===== config.mk =====
export PLATFORM = sky130hd
export DESIGN_NAME = lcd_write_arbiter
export DESIGN_NICKNAME = d
export VERILOG_FILES = /design/src/rtl/lcd_write_arbiter.sv
export SDC_FILE = /design/constraint.sdc
export NUM_CORES = 1
export LEC_CHECK = 0
export BUFFER_PORTS_ARGS = -buffer_cell sky130_fd_sc_hd__buf_2
export CORE_ASPECT_RATIO = 0.6
export CORE_UTILIZATION = 40
export CTS_BUF_LIST = sky130_fd_sc_hd__clkbuf_4 sky130_fd_sc_hd__clkbuf_8
export DETAILED_ROUTE_END_ITERATION = 8
export GPL_ROUTABILITY_DRIVEN = 0
export PLACE_DENSITY_LB_ADDON = 0.25
export SYNTH_ARGS = -nofsm -noshare
export SYNTH_HDL_FRONTEND = slang
export SYNTH_SLANG_ARGS = --single-unit
export TNS_END_PERCENT = 100

===== constraint.sdc =====
create_clock -name clk_clk -period 2.4 [get_ports clk_clk]
set_input_delay 0.24 -clock clk_clk [delete_from_list [all_inputs] [get_ports clk_clk]]
set_output_delay 0.24 -clock clk_clk [all_outputs]
set_load 0.03 [all_outputs]

===== src/rtl/lcd_write_arbiter.sv =====
`default_nettype none
// ============================================================================
// Module   : lcd_write_arbiter
// Purpose  : Two-port round-robin arbiter and write-only bus sequencer for an
//            HD44780-style character LCD. Each accepted byte is driven through
//            setup, enable pulse, hold and execution-wait phases.
// Options  : define LCD_ARB_INIT_EN to add a power-on wait followed by the
//            built-in initialisation sequence before requesters are served.
// Revision : 1.0  initial release
// ============================================================================
module lcd_write_arbiter #(
  parameter int SETUP_CYC      = 4,
  parameter int EN_CYC         = 12,
  parameter int HOLD_CYC       = 4,
  parameter int WAIT_CYC       = 2000,
  parameter int CLEAR_WAIT_CYC = 82000,
  parameter int POR_CYC        = 750000
) (
  input  logic       clk_clk,
  input  logic       reset_reset,
  input  logic       req0_valid,
  input  logic       req0_rs,
  input  logic [7:0] req0_data,
  output logic       req0_ready,
  input  logic       req1_valid,
  input  logic       req1_rs,
  input  logic [7:0] req1_data,
  output logic       req1_ready,
  output logic       busy,
  output logic [7:0] lcd_data,
  output logic       lcd_en,
  output logic       lcd_rs,
  output logic       lcd_rw
);

  function automatic int max_of(input int a, input int b);
    return (a > b) ? a : b;
  endfunction

  localparam int MAX_CYC = max_of(max_of(max_of(SETUP_CYC, EN_CYC), max_of(HOLD_CYC, WAIT_CYC)),
                                  max_of(CLEAR_WAIT_CYC, POR_CYC));
  localparam int CNT_W   = $clog2(MAX_CYC + 1);

  typedef logic [CNT_W-1:0] cnt_t;

  localparam cnt_t SETUP_LD = cnt_t'(SETUP_CYC);
  localparam cnt_t EN_LD    = cnt_t'(EN_CYC);
  localparam cnt_t HOLD_LD  = cnt_t'(HOLD_CYC);
  localparam cnt_t WAIT_LD  = cnt_t'(WAIT_CYC);
  localparam cnt_t CLEAR_LD = cnt_t'(CLEAR_WAIT_CYC);
  localparam cnt_t ONE      = cnt_t'(1);

  typedef enum logic [2:0] {
    ST_IDLE  = 3'd0,
    ST_SETUP = 3'd1,
    ST_PULSE = 3'd2,
    ST_HOLD  = 3'd3,
`ifdef LCD_ARB_INIT_EN
    ST_WAIT  = 3'd4,
    ST_POR   = 3'd5,
    ST_INIT  = 3'd6
`else
    ST_WAIT  = 3'd4
`endif
  } state_t;

  state_t     state_q, state_d;
  cnt_t       cnt_q, cnt_d;
  logic       ptr_q, ptr_d;        // 1: port 1 has priority on contention
  logic [7:0] lcd_data_q, lcd_data_d;
  logic       lcd_rs_q, lcd_rs_d;
  logic       lcd_en_q, lcd_en_d;

`ifdef LCD_ARB_INIT_EN
  localparam cnt_t POR_LD    = cnt_t'(POR_CYC);
  localparam logic [2:0] INIT_LEN = 3'd6;
  logic [2:0] init_idx_q, init_idx_d;

  function automatic logic [7:0] init_byte(input logic [2:0] idx);
    case (idx)
      3'd0, 3'd1, 3'd2: return 8'h38;  // function set, repeated for reliable wake-up
      3'd3:             return 8'h0C;  // display on, cursor off
      3'd4:             return 8'h01;  // clear display
      default:          return 8'h06;  // entry mode: increment, no shift
    endcase
  endfunction
`endif

  // Round-robin grant: a lone valid port wins, otherwise the pointer decides.
  logic grant0, grant1, is_clear, cnt_last;
  always_comb begin
    grant0     = (state_q == ST_IDLE) & req0_valid & (~req1_valid | ~ptr_q);
    grant1     = (state_q == ST_IDLE) & req1_valid & (~req0_valid |  ptr_q);
    req0_ready = grant0 & ~reset_reset;
    req1_ready = grant1 & ~reset_reset;
  end

  // Next-state, counter and output computation for the sequencer.
  always_comb begin
    state_d    = state_q;
    cnt_d      = cnt_q;
    ptr_d      = ptr_q;
    lcd_data_d = lcd_data_q;
    lcd_rs_d   = lcd_rs_q;
    lcd_en_d   = 1'b0;
`ifdef LCD_ARB_INIT_EN
    init_idx_d = init_idx_q;
`endif
    cnt_last   = (cnt_q == ONE);
    // Clear (0x01) and return-home (0x02/0x03) need the long execution wait.
    is_clear   = ~lcd_rs_q & ((lcd_data_q == 8'h01) | (lcd_data_q == 8'h02) | (lcd_data_q == 8'h03));
    case (state_q)
      ST_IDLE: begin
        if (req0_ready | req1_ready) begin
          lcd_rs_d   = req0_ready ? req0_rs   : req1_rs;
          lcd_data_d = req0_ready ? req0_data : req1_data;
          ptr_d      = req0_ready;
          state_d    = ST_SETUP;
          cnt_d      = SETUP_LD;
        end
      end
      ST_SETUP: begin
        if (cnt_last) begin
          state_d  = ST_PULSE;
          cnt_d    = EN_LD;
          lcd_en_d = 1'b1;
        end else begin
          cnt_d = cnt_q - ONE;
        end
      end
      ST_PULSE: begin
        if (cnt_last) begin
          state_d = ST_HOLD;
          cnt_d   = HOLD_LD;
        end else begin
          cnt_d    = cnt_q - ONE;
          lcd_en_d = 1'b1;
        end
      end
      ST_HOLD: begin
        if (cnt_last) begin
          state_d = ST_WAIT;
          cnt_d   = is_clear ? CLEAR_LD : WAIT_LD;
        end else begin
          cnt_d = cnt_q - ONE;
        end
      end
      ST_WAIT: begin
        if (cnt_last) begin
`ifdef LCD_ARB_INIT_EN
          if (init_idx_q != INIT_LEN) begin
            state_d = ST_INIT;
            cnt_d   = ONE;
          end else begin
            state_d = ST_IDLE;
          end
`else
          state_d = ST_IDLE;
`endif
        end else begin
          cnt_d = cnt_q - ONE;
        end
      end
`ifdef LCD_ARB_INIT_EN
      ST_POR: begin
        if (cnt_last) begin
          state_d = ST_INIT;
          cnt_d   = ONE;
        end else begin
          cnt_d = cnt_q - ONE;
        end
      end
      ST_INIT: begin
        lcd_rs_d   = 1'b0;
        lcd_data_d = init_byte(init_idx_q);
        init_idx_d = init_idx_q + 3'd1;
        state_d    = ST_SETUP;
        cnt_d      = SETUP_LD;
      end
`endif
      default: begin
        state_d = ST_IDLE;
      end
    endcase
  end

  // State and registered LCD outputs; reset drops lcd_en immediately.
  always_ff @(posedge clk_clk or posedge reset_reset) begin
    if (reset_reset) begin
`ifdef LCD_ARB_INIT_EN
      state_q    <= ST_POR;
      cnt_q      <= POR_LD;
      init_idx_q <= 3'd0;
`else
      state_q    <= ST_IDLE;
      cnt_q      <= '0;
`endif
      ptr_q      <= 1'b0;
      lcd_data_q <= 8'h00;
      lcd_rs_q   <= 1'b0;
      lcd_en_q   <= 1'b0;
    end else begin
`ifdef LCD_ARB_INIT_EN
      init_idx_q <= init_idx_d;
`endif
      state_q    <= state_d;
      cnt_q      <= cnt_d;
      ptr_q      <= ptr_d;
      lcd_data_q <= lcd_data_d;
      lcd_rs_q   <= lcd_rs_d;
      lcd_en_q   <= lcd_en_d;
    end
  end

  assign busy     = (state_q != ST_IDLE);
  assign lcd_data = lcd_data_q;
  assign lcd_rs   = lcd_rs_q;
  assign lcd_en   = lcd_en_q;
  assign lcd_rw   = 1'b0;

endmodule
`default_nettype wire


==> reports/qor.log <==
INFO  final_layout   register_area=853squm
INFO  logic_synthesis synthesis.instances=265
INFO  critical_path  worst_path_cell_trace=or4_4 > nor4_4 > buf_4 > o211ai_1 > a221oi_2 > buf_4 > o21ai_1
INFO  final_layout   finalInstanceArea=0.00286sqmm
INFO  sta            tns=0ps
INFO  logic_synthesis synth_top_cells_by_count=34 x sky130_fd_sc_hd__dfrtp_1, 26 x sky130_fd_sc_hd__a21oi_1, 26 x sky130_fd_sc_hd__nor2_1
INFO  logic_synthesis top_reg_cell_synth=sky130_fd_sc_hd__dfrtp_1
INFO  placed_design  place_hpwl=5.05mm
INFO  critical_path  worst-endpoint-required=2570ps
INFO  route          drt_pre_antenna_iters=6
INFO  die            starting_utilization_of_the_core_area=41.7%
INFO  critical_path  crit_path_start_kind=register
INFO  route          drc_violation_count_after_routing=0
INFO  critical_path  crit_path_max_fanout=5
INFO  pwr            switching_power=1430uW
INFO  logic_synthesis combinational_family_with_the_most_area_after_synthesis=compound AO/OA/AOI/OAI gates
INFO  sta            maxSlewHeadroom=57.8%
INFO  critical_path  worst_r2r_path_depth=7
INFO  clock_network  cts_tree=built
INFO  grt            grt_antenna_before_repair=0
INFO  sta            maxSlewViolCount=0
INFO  route          drtAntennaViolNets=0
INFO  logic_synthesis synthArstFlopShare=100%
INFO  critical_path  worst_setup_path_startpoint=cnt_q[12]$_DFFE_PP0P_
INFO  final_layout   filler_cell_count=519
INFO  route          drt-total-wl=6.85mm
INFO  logic_synthesis largest_cells_by_area_after_synthesis=sky130_fd_sc_hd__dfrtp_1 36%, sky130_fd_sc_hd__a21oi_1 5.6%, sky130_fd_sc_hd__nor2_1 4.2%
INFO  die            die_area=0.00616sqmm
INFO  grt            grt_overflow_total=0
INFO  clock_network  worst_setup_hold_path_clk_slew=70ps
INFO  logic_synthesis synth_edf_count=0
INFO  logic_synthesis synth_mux_area_share=3.86%
INFO  route          viasPerCell=5.93
INFO  sta            finalSetupViolations=0
INFO  clock_network  cts-root-to-sink-buffers=2
INFO  critical_path  setup.worst_path.end=cnt_q[10]$_DFFE_PP0P_
INFO  pwr            cellLeakagePower=0.00131uW
INFO  grt            first_global_vias=1873
INFO  placed_design  io_buffers=34
INFO  sta            max_freq=423MHz
INFO  logic_synthesis ys_types=59
INFO  pwr            largest_voltage_drop_on_the_vdd_net=0.000562V
INFO  route          route.vias.total=2355
INFO  final_layout   antenna_cells_inserted=0
INFO  outcome        status=finished clean
INFO  logic_synthesis synth.top_cell.area_share=36.4%
INFO  final_layout   nNetsFinal=341
INFO  critical_path  reg2reg_to=cnt_q[10]$_DFFE_PP0P_
INFO  final_layout   multi_input_comb_area=0.00138sqmm
INFO  pwr            power_total=3120uW
INFO  logic_synthesis area_of_the_mapped_netlist=0.00234sqmm
INFO  route          dr.first_iter.drc_count=197
INFO  final_layout   post_route_cells_drive_above_1_share=30.0%
INFO  pwr            pwr-share-seq=35.8%
INFO  critical_path  delay_of_the_slowest_critical_path_stage=620ps
INFO  route          avgRoutedWirePerCell=17.3um
INFO  logic_synthesis synthMostInstantiatedCell=sky130_fd_sc_hd__dfrtp_1
INFO  clock_network  htree_num_levels=2
INFO  clock_network  worstSkewPairLatency=290ps
INFO  pwr            clock_power_share=13.1%
INFO  die            core-area=0.00560sqmm
INFO  critical_path  cpMaxStageDelayCell=sky130_fd_sc_hd__or4_4
INFO  die            placementRows=21
INFO  logic_synthesis yosys_warnings=0
INFO  grt            grt_usage=23.0%
INFO  pwr            comb_power_share=51.1%
INFO  pwr            power.density=1090mW/mm^2
INFO  sta            whs=91.4ps
INFO  die            num_io_pins=36
INFO  sta            time_the_final_worst_path_needs_with_i_o_delays_and_setup=2360ps
INFO  clock_network  tritoncts_num_sinks=34
INFO  clock_network  cts-root-buf=sky130_fd_sc_hd__clkbuf_8
INFO  logic_synthesis synthXorXnorAreaFrac=1.12%
INFO  flow_run       max_cap_viol_count=0
INFO  logic_synthesis synth-compound-area-share=25.7%
INFO  grt            maximum_number_of_pins_on_one_net_before_global_route_repair=35
INFO  logic_synthesis synth_nets=289
INFO  logic_synthesis postSynthAreaPerCell=8.82squm
INFO  die            die_height=61.2um
INFO  final_layout   flow.area_growth_from_synthesis=22.3%
INFO  sta            tightestPinTransition=633ps
INFO  clock_network  cts_hold_repair.buffers=0
INFO  logic_synthesis synth.yosys.seq_area_share=36.4%
INFO  pwr            cell_internal_power_dissipation=1690uW
INFO  logic_synthesis yosys.area_share.adder=1.07%
INFO  pwr            sw_frac_of_total=46.0%
INFO  critical_path  critical-path-top-cell-by-count=sky130_fd_sc_hd__buf_4
INFO  grt            grt_pass1_wl=10.4mm
INFO  critical_path  r2r_start=cnt_q[12]$_DFFE_PP0P_
INFO  clock_network  cts_made_buffers=5
INFO  logic_synthesis synth_simple_gate_area_share=25.4%
INFO  worst_hold_path hold_class=primary input to async pin
INFO  logic_synthesis ys_ff_latch=34
INFO  placed_design  dpl_cell_area=0.00269sqmm
INFO  sta            period_share=98.5%
INFO  critical_path  critPathArrivalTime=2530ps
INFO  critical_path  worstSetupEndpointType=register
INFO  logic_synthesis synth_top_cell_by_area=sky130_fd_sc_hd__dfrtp_1
INFO  critical_path  timing_worst_setup_path_type=register to register
INFO  critical_path  reg2reg_slack=40ps
INFO  sta            clock_skew=3.41ps
INFO  die            die-width=101um
INFO  sta            final_hold_violating_endpoints=0
==> metal layers <==
metal  vias to the layer above  wire [um]  GRT usage, %
met5                         -          0             0
met4                         0         45          5.59
met3                         5        575          5.56
met2                       104       2520          26.7
met1                      1132       3710          39.2
li1                       1114          -             -
==> flip-flops by register name, summed over array words and instances (netlist names) <==
| register | cells |
|---|---|
| cnt_q | 20 |
| lcd_en | 1 |
| lcd_data | 8 |
| lcd_rs | 1 |
| state_q | 3 |
| ptr_q | 1 |
==> through the flow <==
| stage | setup slack [ps] | util, % | std cells |
|---|---|---|---|
| final | 36.4 | 51.1 | 397 |
| after global routing | -25.5 | 51.1 | 397 |
| after CTS | 29.9 | 49.5 | 392 |
| after detailed placement | 56.3 | 48.0 | 385 |
| after global placement | 99.4 | 48.0 | 385 |
| after floorplan | 239 | - | 265 |
==> placed cells by master, fill, tap and decap left out, types with 5 or more instances in the layout <==
cell / instances
sky130_fd_sc_hd__nand2_1: 12
sky130_fd_sc_hd__nor2_1: 26
sky130_fd_sc_hd__mux2i_1: 9
sky130_fd_sc_hd__buf_4: 28
sky130_fd_sc_hd__a211oi_1: 7
sky130_fd_sc_hd__nor4_1: 5
sky130_fd_sc_hd__o31ai_1: 8
sky130_fd_sc_hd__or4_1: 8
sky130_fd_sc_hd__o21ai_1: 6
sky130_fd_sc_hd__clkbuf_8: 5
sky130_fd_sc_hd__dfrtp_1: 32
sky130_fd_sc_hd__buf_2: 35
sky130_fd_sc_hd__nand3_1: 9
sky130_fd_sc_hd__o21ai_0: 7
sky130_fd_sc_hd__nand4_1: 5
sky130_fd_sc_hd__inv_1: 10
sky130_fd_sc_hd__a21oi_1: 23
==> final cells by class <==
cell class                      count  area share [%]
Multi-Input combinational cell    201            48.2
Sequential cell                    34            29.9
Timing Repair Buffer               64            14.2
Tap cell                           80            3.50
Clock buffer                        5            2.41
Inverter                           11            1.44
Clock inverter                      2           0.350
==> worst min path at each step <==
stage / start / endpoint / slack, ps / cells after the start
finish: reset_reset / state_q[2]$_DFFE_PP0P_ / 90 / 3
global route: reset_reset / ptr_q$_DFFE_PP0P_ / 140 / 3
CTS: reset_reset / cnt_q[3]$_DFFE_PP0P_ / 100 / 3
floorplan: reset_reset / cnt_q[0]$_DFFE_PP0P_ / 390 / 1
detailed placement: reset_reset / state_q[2]$_DFFE_PP0P_ / 410 / 3
global placement: reset_reset / state_q[2]$_DFFE_PP0P_ / 400 / 3
==> critical path, delay by kind of cell, from the launching register on <==
family / cells / cell delay, ps
compound gates: 3 / 490
buf+inv: 2 / 400
flops: 1 / 410
simple gates: 2 / 940
==> power groups by stage <==
| stage | registers [uW] | clock network (uW) | logic [uW] |
|---|---|---|---|
| floorplan | 1200 | 0 | 914 |
| global placement | 1100 | 0 | 1460 |
| global route | 1160 | 448 | 1750 |
| detailed placement | 1110 | 0 | 1490 |
| finish | 1120 | 410 | 1590 |
| CTS | 1100 | 414 | 1500 |
==> logic make-up after synthesis <==
kind of cell,Yosys count
buf+inv,30
compound gates,87
fa+ha+maj,2
mux,9
simple gates,99
xor+xnor,3
flops,34
other cells,1
==> timing repair <==
item	CTS	global route
endpoints found under the setup margin	0	18
resized for setup	0	13
buffers inserted	0	4
endpoints found under the hold margin	0	0
(Power assumes the default switching activity.)
